## src/rtl/downscale_job_ctrl.sv

```systemverilog
// Job sequencer for the scalar bilinear downscale core: queues descriptors, validates, launches, counts.
// Latency: push into an empty queue -> pop next cycle -> CHECK one cycle -> LAUNCH; all outputs registered.
// Backpressure: job_ready drops while the 2-entry descriptor queue is full; the core is paced by STEP/ACK in stepping mode.
//
// Ports:
//   clk, rst_n                      clock, asynchronous active-low reset
//   job_valid/job_ready, job_*      descriptor push handshake and dimensions (Q8.8 inverse scale)
//   step_mode_cfg, step_req         stepping enable (latched at dequeue), one-cycle step request
//   core_start/_step_mode/_step     core control
//   core_in_*/core_out_*/core_inv_scale_q  core configuration, stable from CHECK until the next pop
//   core_step_ack/_busy/_done/_wr_valid    core status
//   ctl_busy, job_done, job_err, err_code  sequencer status and completion pulses
//   pix_count, cyc_count            statistics for the last job (saturating)
//   irq, irq_clr                    sticky interrupt and its clear
module downscale_job_ctrl #(
  parameter int W_MAX   = 64,
  parameter int H_MAX   = 64,
  parameter int TIMEOUT = 1048576
) (
  input  logic        clk,
  input  logic        rst_n,
  input  logic        job_valid,
  output logic        job_ready,
  input  logic [15:0] job_in_w,
  input  logic [15:0] job_in_h,
  input  logic [15:0] job_out_w,
  input  logic [15:0] job_out_h,
  input  logic [15:0] job_inv_scale_q,
  input  logic        step_mode_cfg,
  input  logic        step_req,
  output logic        core_start,
  output logic        core_step_mode,
  output logic        core_step,
  output logic [15:0] core_in_w,
  output logic [15:0] core_in_h,
  output logic [15:0] core_out_w,
  output logic [15:0] core_out_h,
  output logic [15:0] core_inv_scale_q,
  input  logic        core_step_ack,
  input  logic        core_busy,
  input  logic        core_done,
  input  logic        core_wr_valid,
  output logic        ctl_busy,
  output logic        job_done,
  output logic        job_err,
  output logic [1:0]  err_code,
  output logic [31:0] pix_count,
  output logic [31:0] cyc_count,
  output logic        irq,
  input  logic        irq_clr
);

  typedef struct packed {
    logic [15:0] in_w;
    logic [15:0] in_h;
    logic [15:0] out_w;
    logic [15:0] out_h;
    logic [15:0] inv_scale_q;
  } desc_t;

  typedef enum logic [2:0] {
    S_IDLE   = 3'd0,
    S_CHECK  = 3'd1,
    S_LAUNCH = 3'd2,
    S_RUN    = 3'd3,
    S_FINISH = 3'd4
  } state_t;

  localparam logic [31:0] W_LIM  = 32'(W_MAX);
  localparam logic [31:0] H_LIM  = 32'(H_MAX);
  localparam logic [31:0] TO_LIM = 32'(TIMEOUT);

  state_t      state, state_d;
  desc_t       q_mem [2];
  logic        q_rd, q_wr;
  logic [1:0]  q_cnt, q_cnt_d;
  logic        push, pop;
  desc_t       cfg, cfg_d, job_in;

  logic        step_mode_d, start_d, step_d, busy_d;
  logic        done_d, jerr_d, irq_d;
  logic [3:0]  pending, pend_d;
  logic [31:0] pix_d, cyc_d, pix_inc, cyc_inc, n_pix;
  logic [1:0]  err_d;
  logic        active, bad, timed_out, step_dec;

  assign job_in = '{in_w: job_in_w, in_h: job_in_h, out_w: job_out_w,
                    out_h: job_out_h, inv_scale_q: job_inv_scale_q};

  // Pop only from IDLE, so a fresh push is never bypassed straight into CHECK.
  assign push = job_valid && job_ready;
  assign pop  = (state == S_IDLE) && (q_cnt != 2'd0);

  always_comb begin
    q_cnt_d = q_cnt;
    if (push && !pop)      q_cnt_d = q_cnt + 2'd1;
    else if (!push && pop) q_cnt_d = q_cnt - 2'd1;
  end

  assign core_in_w        = cfg.in_w;
  assign core_in_h        = cfg.in_h;
  assign core_out_w       = cfg.out_w;
  assign core_out_h       = cfg.out_h;
  assign core_inv_scale_q = cfg.inv_scale_q;

  assign active    = (state == S_LAUNCH) || (state == S_RUN);
  assign cyc_inc   = (cyc_count == 32'hFFFF_FFFF) ? cyc_count : cyc_count + 32'd1;
  assign pix_inc   = (pix_count == 32'hFFFF_FFFF) ? pix_count : pix_count + 32'd1;
  assign n_pix     = {16'd0, cfg.out_w} * {16'd0, cfg.out_h};
  // Watchdog fires on the cycle whose increment reaches the limit, so cyc_count reads exactly TIMEOUT.
  assign timed_out = !core_step_mode && (cyc_inc >= TO_LIM);
  // A step completes on the cycle the ack is seen while our step is still high.
  assign step_dec  = core_step && core_step_ack;

  assign bad = (cfg.in_w == 16'd0) || (cfg.in_h == 16'd0) ||
               (cfg.out_w == 16'd0) || (cfg.out_h == 16'd0) ||
               ({16'd0, cfg.in_w} > W_LIM) || ({16'd0, cfg.in_h} > H_LIM) ||
               (cfg.out_w > cfg.in_w) || (cfg.out_h > cfg.in_h) ||
               (cfg.inv_scale_q == 16'd0);

  always_comb begin
    state_d     = state;
    cfg_d       = cfg;
    step_mode_d = core_step_mode;
    start_d     = 1'b0;
    step_d      = 1'b0;
    pend_d      = 4'd0;
    pix_d       = pix_count;
    cyc_d       = cyc_count;
    err_d       = err_code;
    done_d      = 1'b0;
    jerr_d      = 1'b0;
    // Pulses are registered, so a clear landing with a pulse loses to the set.
    irq_d       = job_done || job_err || (irq && !irq_clr);

    // Step engine runs only while the core is being driven in stepping mode.
    if (active && core_step_mode) begin
      case ({step_req, step_dec})
        2'b10:   pend_d = (pending == 4'hF) ? pending : pending + 4'd1;
        2'b01:   pend_d = pending - 4'd1;
        default: pend_d = pending;
      endcase
      if (step_dec)                               step_d = 1'b0;
      else if (core_step)                         step_d = 1'b1;
      else if (pending != 4'd0 && !core_step_ack) step_d = 1'b1;
    end

    case (state)
      S_IDLE: begin
        if (pop) begin
          cfg_d       = q_mem[q_rd];
          step_mode_d = step_mode_cfg;
          pix_d       = 32'd0;
          cyc_d       = 32'd0;
          err_d       = 2'd0;
          state_d     = S_CHECK;
        end
      end
      S_CHECK: begin
        if (bad) begin
          err_d   = 2'd1;
          jerr_d  = 1'b1;
          state_d = S_FINISH;
        end else begin
          start_d = 1'b1;
          state_d = S_LAUNCH;
        end
      end
      S_LAUNCH, S_RUN: begin
        cyc_d = cyc_inc;
        if (core_wr_valid) pix_d = pix_inc;
        if (state == S_RUN && core_done && !core_busy) begin
          state_d = S_FINISH;
          if (pix_d != n_pix) begin
            err_d  = 2'd3;
            jerr_d = 1'b1;
          end else begin
            done_d = 1'b1;
          end
        end else if (timed_out) begin
          err_d   = 2'd2;
          jerr_d  = 1'b1;
          state_d = S_FINISH;
        end else if (state == S_LAUNCH) begin
          if (core_busy) state_d = S_RUN;
          else           start_d = 1'b1;
        end
        if (state_d == S_FINISH) begin
          step_d = 1'b0;
          pend_d = 4'd0;
        end
      end
      S_FINISH: state_d = S_IDLE;
      default:  state_d = S_IDLE;
    endcase

    busy_d = (state_d != S_IDLE);
  end

  // Queue storage needs no reset: entries are only read behind a valid count.
  always_ff @(posedge clk) begin
    if (push) q_mem[q_wr] <= job_in;
  end

  always_ff @(posedge clk or negedge rst_n) begin
    if (!rst_n) begin
      state          <= S_IDLE;
      q_rd           <= 1'b0;
      q_wr           <= 1'b0;
      q_cnt          <= 2'd0;
      job_ready      <= 1'b1;
      cfg            <= '0;
      core_step_mode <= 1'b0;
      core_start     <= 1'b0;
      core_step      <= 1'b0;
      pending        <= 4'd0;
      pix_count      <= 32'd0;
      cyc_count      <= 32'd0;
      err_code       <= 2'd0;
      job_done       <= 1'b0;
      job_err        <= 1'b0;
      irq            <= 1'b0;
      ctl_busy       <= 1'b0;
    end else begin
      state          <= state_d;
      if (push) q_wr <= ~q_wr;
      if (pop)  q_rd <= ~q_rd;
      q_cnt          <= q_cnt_d;
      job_ready      <= (q_cnt_d != 2'd2);
      cfg            <= cfg_d;
      core_step_mode <= step_mode_d;
      core_start     <= start_d;
      core_step      <= step_d;
      pending        <= pend_d;
      pix_count      <= pix_d;
      cyc_count      <= cyc_d;
      err_code       <= err_d;
      job_done       <= done_d;
      job_err        <= jerr_d;
      irq            <= irq_d;
      ctl_busy       <= busy_d;
    end
  end

endmodule
```

## config.mk

```make
export PLATFORM = sky130hd
export DESIGN_NAME = downscale_job_ctrl
export DESIGN_NICKNAME = d
export VERILOG_FILES = /design/src/rtl/downscale_job_ctrl.sv
export SDC_FILE = /design/constraint.sdc
export NUM_CORES = 1
export LEC_CHECK = 0
export CORE_MARGIN = 4
export CORE_UTILIZATION = 40
export DETAILED_ROUTE_END_ITERATION = 16
export MAX_ROUTING_LAYER = met4
export PLACE_DENSITY = 0.59
export SLEW_MARGIN = 20
export SYNTH_ARGS = -nofsm -noshare
export SYNTH_HDL_FRONTEND = slang
export SYNTH_SLANG_ARGS = --single-unit
```

## constraint.sdc

```tcl
create_clock -name clk -period 6.95 [get_ports clk]
set_input_delay 1.0425 -clock clk [delete_from_list [all_inputs] [get_ports clk]]
set_output_delay 1.0425 -clock clk [all_outputs]
set_load 0.05 [all_outputs]
```

Yosys cells after proc, flatten, opt, wreduce, memory -nomap -nowiden

Memory sizes are Yosys's and may differ from the RTL's. A register that Yosys moved wholly into a read port is not among the register bits.
Cells that the tools add are included.

Bits of input ports: 90
Memories kept: 1
Register bits after elaboration: 85
Bits in writable memories: 160
Word-level logic and storage cells: 140
Output and inout port bits: 154

Memories:

| name  | depth | width | read ports | clocked after memory_dff | write ports | line | RTL |
|---|---|---|---|---|---|---|---|
| q_mem | 2     | 80    | 1          | 1                        | 1           | 74   | `desc_t q_mem [2];` |

Add/sub/neg operators: 6
Reductions and logical operators: 44
Bitwise logic cells: 2
Magnitude comparators: 5
Equality and inequality tests: 15
Multiplexer cells: 50
Multiply operators: 1

Operator list:

| operator              | number |
|---|---|
| $mux 32               | 5 |
| $pmux 32 s2           | 2 |
| $logic_not 16->1      | 5 |
| $add 32x1->32 const B | 2 |
| $eq 32x32->1 const B  | 2 |
| $ge 32x21->1 const B  | 1 |
| $gt 16x16->1          | 2 |
| $gt 16x7->1 const B   | 2 |
| $mul 16x16->32        | 1 |
| $ne 32x32->1          | 1 |
| $mux 3                | 7 |
| $mux 1                | 20 |
| $mux 4                | 4 |
| $mux 2                | 7 |
| $logic_and 1x1->1     | 11 |
| $logic_or 1x1->1      | 11 |
| $pmux 3 s3            | 1 |
| $pmux 4 s2            | 1 |
| $logic_not 1->1       | 7 |
| $eq 3x2->1 const B    | 2 |
| $ne 2x2->1 const B    | 3 |
| $ne 3x3->1 const B    | 2 |
| $pmux 2 s3            | 1 |
| $reduce_bool 3->1     | 2 |
| 17 further kinds      | 21 |

Longest topological paths before layout

Depth after elaboration: 12
Mapped depth: 27

Least setup slack after synthesis

Ideal clock, no wire load.

Path kind: register to register
From: register cfg, in the netlist core_out_w[9]
To: register job_err
Path buffers: 3
Clock period less this slack: 7.797 ns
Setup slack: -0.847 ns
Stages on the path, launching flop included: 26
Arrival time: 7.672 ns
Library setup time: 0.125 ns
Cells stage by stage: dfrtp_1 -> clkbuf_1 -> clkbuf_1 -> nand2_1 -> fa_1 -> fa_1 -> inv_1 -> fa_1 -> inv_1 -> fa_1 -> fa_1 -> fa_1 -> inv_1 -> ha_1 -> clkbuf_1 -> o211ai_1 -> a21boi_0 -> o21ai_1 -> a31o_2 -> and2_1 -> xnor2_1 -> or3_1 -> or4_1 -> or4b_4 -> a2111oi_4 -> o21ai_2

Longest elaborated chain between the ends: 10

Ends and longest elaborated chain:

| item                                                   | line | RTL |
|---|---|---|
| start, declared                                        | 78   | `desc_t cfg, cfg_d, job_in;` |
| start signal, assigned                                 | 230  | `cfg <= cfg_d;` |
| branches (longest 9 deep; another with $mul 16x16->32) | n/a  |  |
| $pmux 1 s2 *                                           | 148  | `case (state)` |
| named net jerr_d                                       | 81   | `logic done_d, jerr_d, irq_d;` |
| end signal, assigned                                   | 239  | `job_err <= jerr_d;` |
| end, declared                                          | 45   | `output logic job_err,` |

Mark *: on every way through the listed nets, which the timed path passes.
A chain may end at the register's enable or synchronous reset.

Worst setup path in the final report

From: register cfg, in the netlist core_out_w[12]
To: register job_err

Same word-level chain as after synthesis.

==> metrics.txt <==
Core ar. slightly below 0.06 sq mm; Critical R2R Launch core_out_w[12]$_DFFE_PN0P_; WL final 75100 um; CTS tree built; Data arrival, critical path 7.51 ns; gr ovfl total 0; post-synthesis register bit count 325; CP Class register to register; clk_lat worst skew 0.56 ns; CP max stage delay around 0.53 ns; Final Setup Violations 4; number of max-cap violations 0; fillers 5356; Primary FF master, synth dfrtp_1; Via density 5.28; global-route wire length before repair 116000 um; R2R Setup Slk -0.13 ns; Register Area 0.00898 sq mm; Synth Cell Area 0.0241 sq mm; Async SR Flop Fraction 50.8%; instance count on the critical path 26; RSZ-0062 raised after global routing true; most used cell, CP fa_1; Ys Warns 0; clk root buf clkbuf_16; num rows 89; Syn Nets 2832; delay-heaviest family, CP adder cells; worst setup path startpoint core_out_w[12]$_DFFE_PN0P_; Tightest Hold Check Type input port to async pin; final hold violations 0; Syn Area/Cell 10.0 sq um; Slew headroom between 20% and 30%; die height 253 um; Max Slew Vio Count 0; Slowest-stage cell, CP fa_1; Chip Width 253 um; Mapped Cells about 2400; H-tree depth 2; DR top layer met4; critical-path maximum fanout 6; Starting Density 40.6%; Num CTS Buffers 38; Tcrit/Tclk final 102%; total clock sinks ~330; met1 wire length 33000 um; largest net degree at the start of global routing approximately 110; Post-DP HPWL between 50000 and 60000 um; final RePlAce weighted congestion around 0.9; Vias 19200; I/O pin count 244; CP bufs+invs 7; Port Buffers 243; drt wl/cell 20.7 um; Final min period 7.08 ns; setup ws final -0.131 ns; final core area utilization 52.2%; Achievable Freq about 140 MHz; First-pass DRT Iterations 4; failing checks setup timing; met2 wire len about 36000 um; vias in the first global route between 15000 and 20000; CP endpoint kind register; nets@finish ~3200; fraction of layout cells with a size suffix above 1 about 16%; metal3 WL 4900 um; initial antenna violation count 6; Detailed Route Iter0 Violations 1187; Critical R2R Capture job_err$_DFF_PN0_; DRC 0; total track usage 24.0%; Distinct cells, synth 80; P&R area growth vs syn 28.6%; die area 0.0642 sq mm; Critical Path RT between 7 and 8 ns; post-route ant nets 0; status complete, but fails checks; multi-input logic area ~0.014 sq mm; Clock Pin Slew Worst Setup and Hold Paths 0.06 ns; Worst setup SP type register; sequential-to-total area share from yosys stat a little under two fifths; Post-synth EDFFs 160; clock buffer depth 3; FF-to-FF path depth 26; Tightest Pin Transition 1.10 ns; clock skew 0.0212 ns
==> per-stage QoR <==
stage / hold WS, ns / std cells / instance area, sq um / setup TNS [ns] / setup WS (ns)
after floorplan: 0.461 / 2405 / 24400 / 0 / 0.00123
after global routing: 0.468 / 3629 / 30900 / -1.11 / -0.327
after global placement: 0.498 / 3482 / 28600 / -1.47 / -0.384
final: 0.451 / 3629 / 30900 / -0.294 / -0.131
after CTS: 0.450 / 3608 / 30600 / -0.418 / -0.260
after detailed placement: 0.499 / 3482 / 28600 / -1.48 / -0.408
==> state kept, by name, indices dropped and copies added, names as in the netlist, 2 cells and up <==
signal	count
q_mem	160
state	3
q_cnt	2
core_out_h	16
err_code	2
core_in_w	16
core_in_h	16
pix_count	32
cyc_count	32
core_out_w	16
core_inv_scale_q	16
pending	4
==> how the worst max path moves through the flow <==
stage,endpoint,slack (ns)
final,job_err$_DFF_PN0_,-0.13
after global routing,err_code[1]$_DFFE_PN0P_,-0.33
after CTS,job_err$_DFF_PN0_,-0.26
after detailed placement,job_err$_DFF_PN0_,-0.41
after global placement,err_code[1]$_DFFE_PN0P_,-0.38
after floorplan,job_err$_DFF_PN0_,0.001
==> cell families (layout without fill, tap and decap cells) <==
kind of cell,after synthesis,after routing,synth area share (%)
buffers and inverters,385,831,6.12
adders and majority gates,337,337,23.6
muxes,82,82,3.41
other,0,5,0
xor gates and xnor gates,99,99,3.75
DFF,325,325,37.1
AOI/OAI and AO/OA,397,397,9.97
and+or+nand+nor,780,780,16.1
==> cell type report <==
type | count | area share, %
multi-input cells | 1695 | 45.6
clock buffers | 54 | 3.53
repair buffers | 514 | 15.4
well taps | 773 | 3.13
flip-flops and latches | 325 | 29.0
inverters | 247 | 3.00
clock inverters | 16 | 0.319
diodes | 5 | 0.0404
==> Yosys cell counts, types with 4 or more instances <==
cell type / number / area [sq um]
nand4_1: 46 / 288
o31ai_1: 21 / 158
nand2_1: 367 / 1380
a21o_1: 24 / 180
nand3_1: 45 / 225
nor2_1: 70 / 263
ha_1: 143 / 1790
and4_1: 11 / 96.3
a31oi_1: 21 / 131
nand2b_1: 12 / 75.1
nand3b_1: 6 / 45.0
edfxtp_1: 160 / 4800
dfrtp_1: 164 / 4100
o21a_1: 8 / 60.1
o211ai_1: 10 / 75.1
o21ai_0: 187 / 936
inv_1: 247 / 927
xor2_1: 19 / 166
o21bai_1: 5 / 37.5
fa_1: 194 / 3880
nor4_2: 5 / 62.6
buf_1: 8 / 30.0
a41o_1: 4 / 40.0
a21oi_1: 69 / 345
nor4_1: 26 / 163
and3_1: 24 / 150
or4_1: 8 / 60.1
and2_1: 101 / 632
mux2i_1: 82 / 821
nor3b_1: 5 / 37.5
buf_4: 4 / 30.0
buf_2: 10 / 50.1
nor3_1: 23 / 115
a211oi_1: 9 / 67.6
or3_1: 6 / 37.5
xnor2_1: 77 / 674
clkbuf_1: 116 / 435
==> metal layers <==
layer | up-vias | global-route usage, %
met3 | 86 | 5.30
met2 | 503 | 38.4
met4 | 0 | 4.57
li1 | 9035 | -
met1 | 9552 | 31.8
met5 | - | -
==> worst register-to-register path, cell delays in order (launching register included) <==
cell and delay, ns:
dfrtp_2 0.44, buf_12 0.14, buf_4 0.15, nand2_2 0.07
fa_1 0.45, fa_1 0.50, inv_1 0.05, fa_1 0.50
inv_2 0.04, fa_1 0.53, fa_1 0.45, fa_1 0.53
inv_2 0.05, ha_4 0.27, buf_6 0.12, o211ai_1 0.12
a21boi_2 0.17, o21ai_1 0.07, a31o_2 0.23, and2_4 0.18
xnor2_4 0.12, or3_1 0.31, or4_4 0.53, or4b_4 0.50
a2111oi_4 0.19, buf_4 0.19, o21ai_2 0.05
==> layout by cell type (no fill, tap or decap), drive strengths merged, types with 23 or more instances in the layout <==
cell type	instances
a21o	24
edfxtp	160
inv	248
nor2	70
a21oi	69
clkdlybuf4s50	242
o21ai	189
nand4	49
nand2	368
nor3	23
mux2i	82
buf	272
xnor2	78
ha	143
nor4	31
and3	25
fa	194
dfrtp	164
nand3	47
clkbuf	54
and2	102
==> what timing repair did <==
| action | 4_1_cts | 5_1_grt |
|---|---|---|
| gates resized for setup | 51 | 42 |
| gates cloned | 0 | 0 |
| endpoints found under the setup margin | 4 | 4 |
| hold buffers | 0 | 0 |
| pin swaps | 59 | 65 |
| buffers inserted | 56 | 16 |
Power is left out: the tool's default activity adds up to more than one toggle a clock period on the data nets, which glitch-free logic cannot reach.
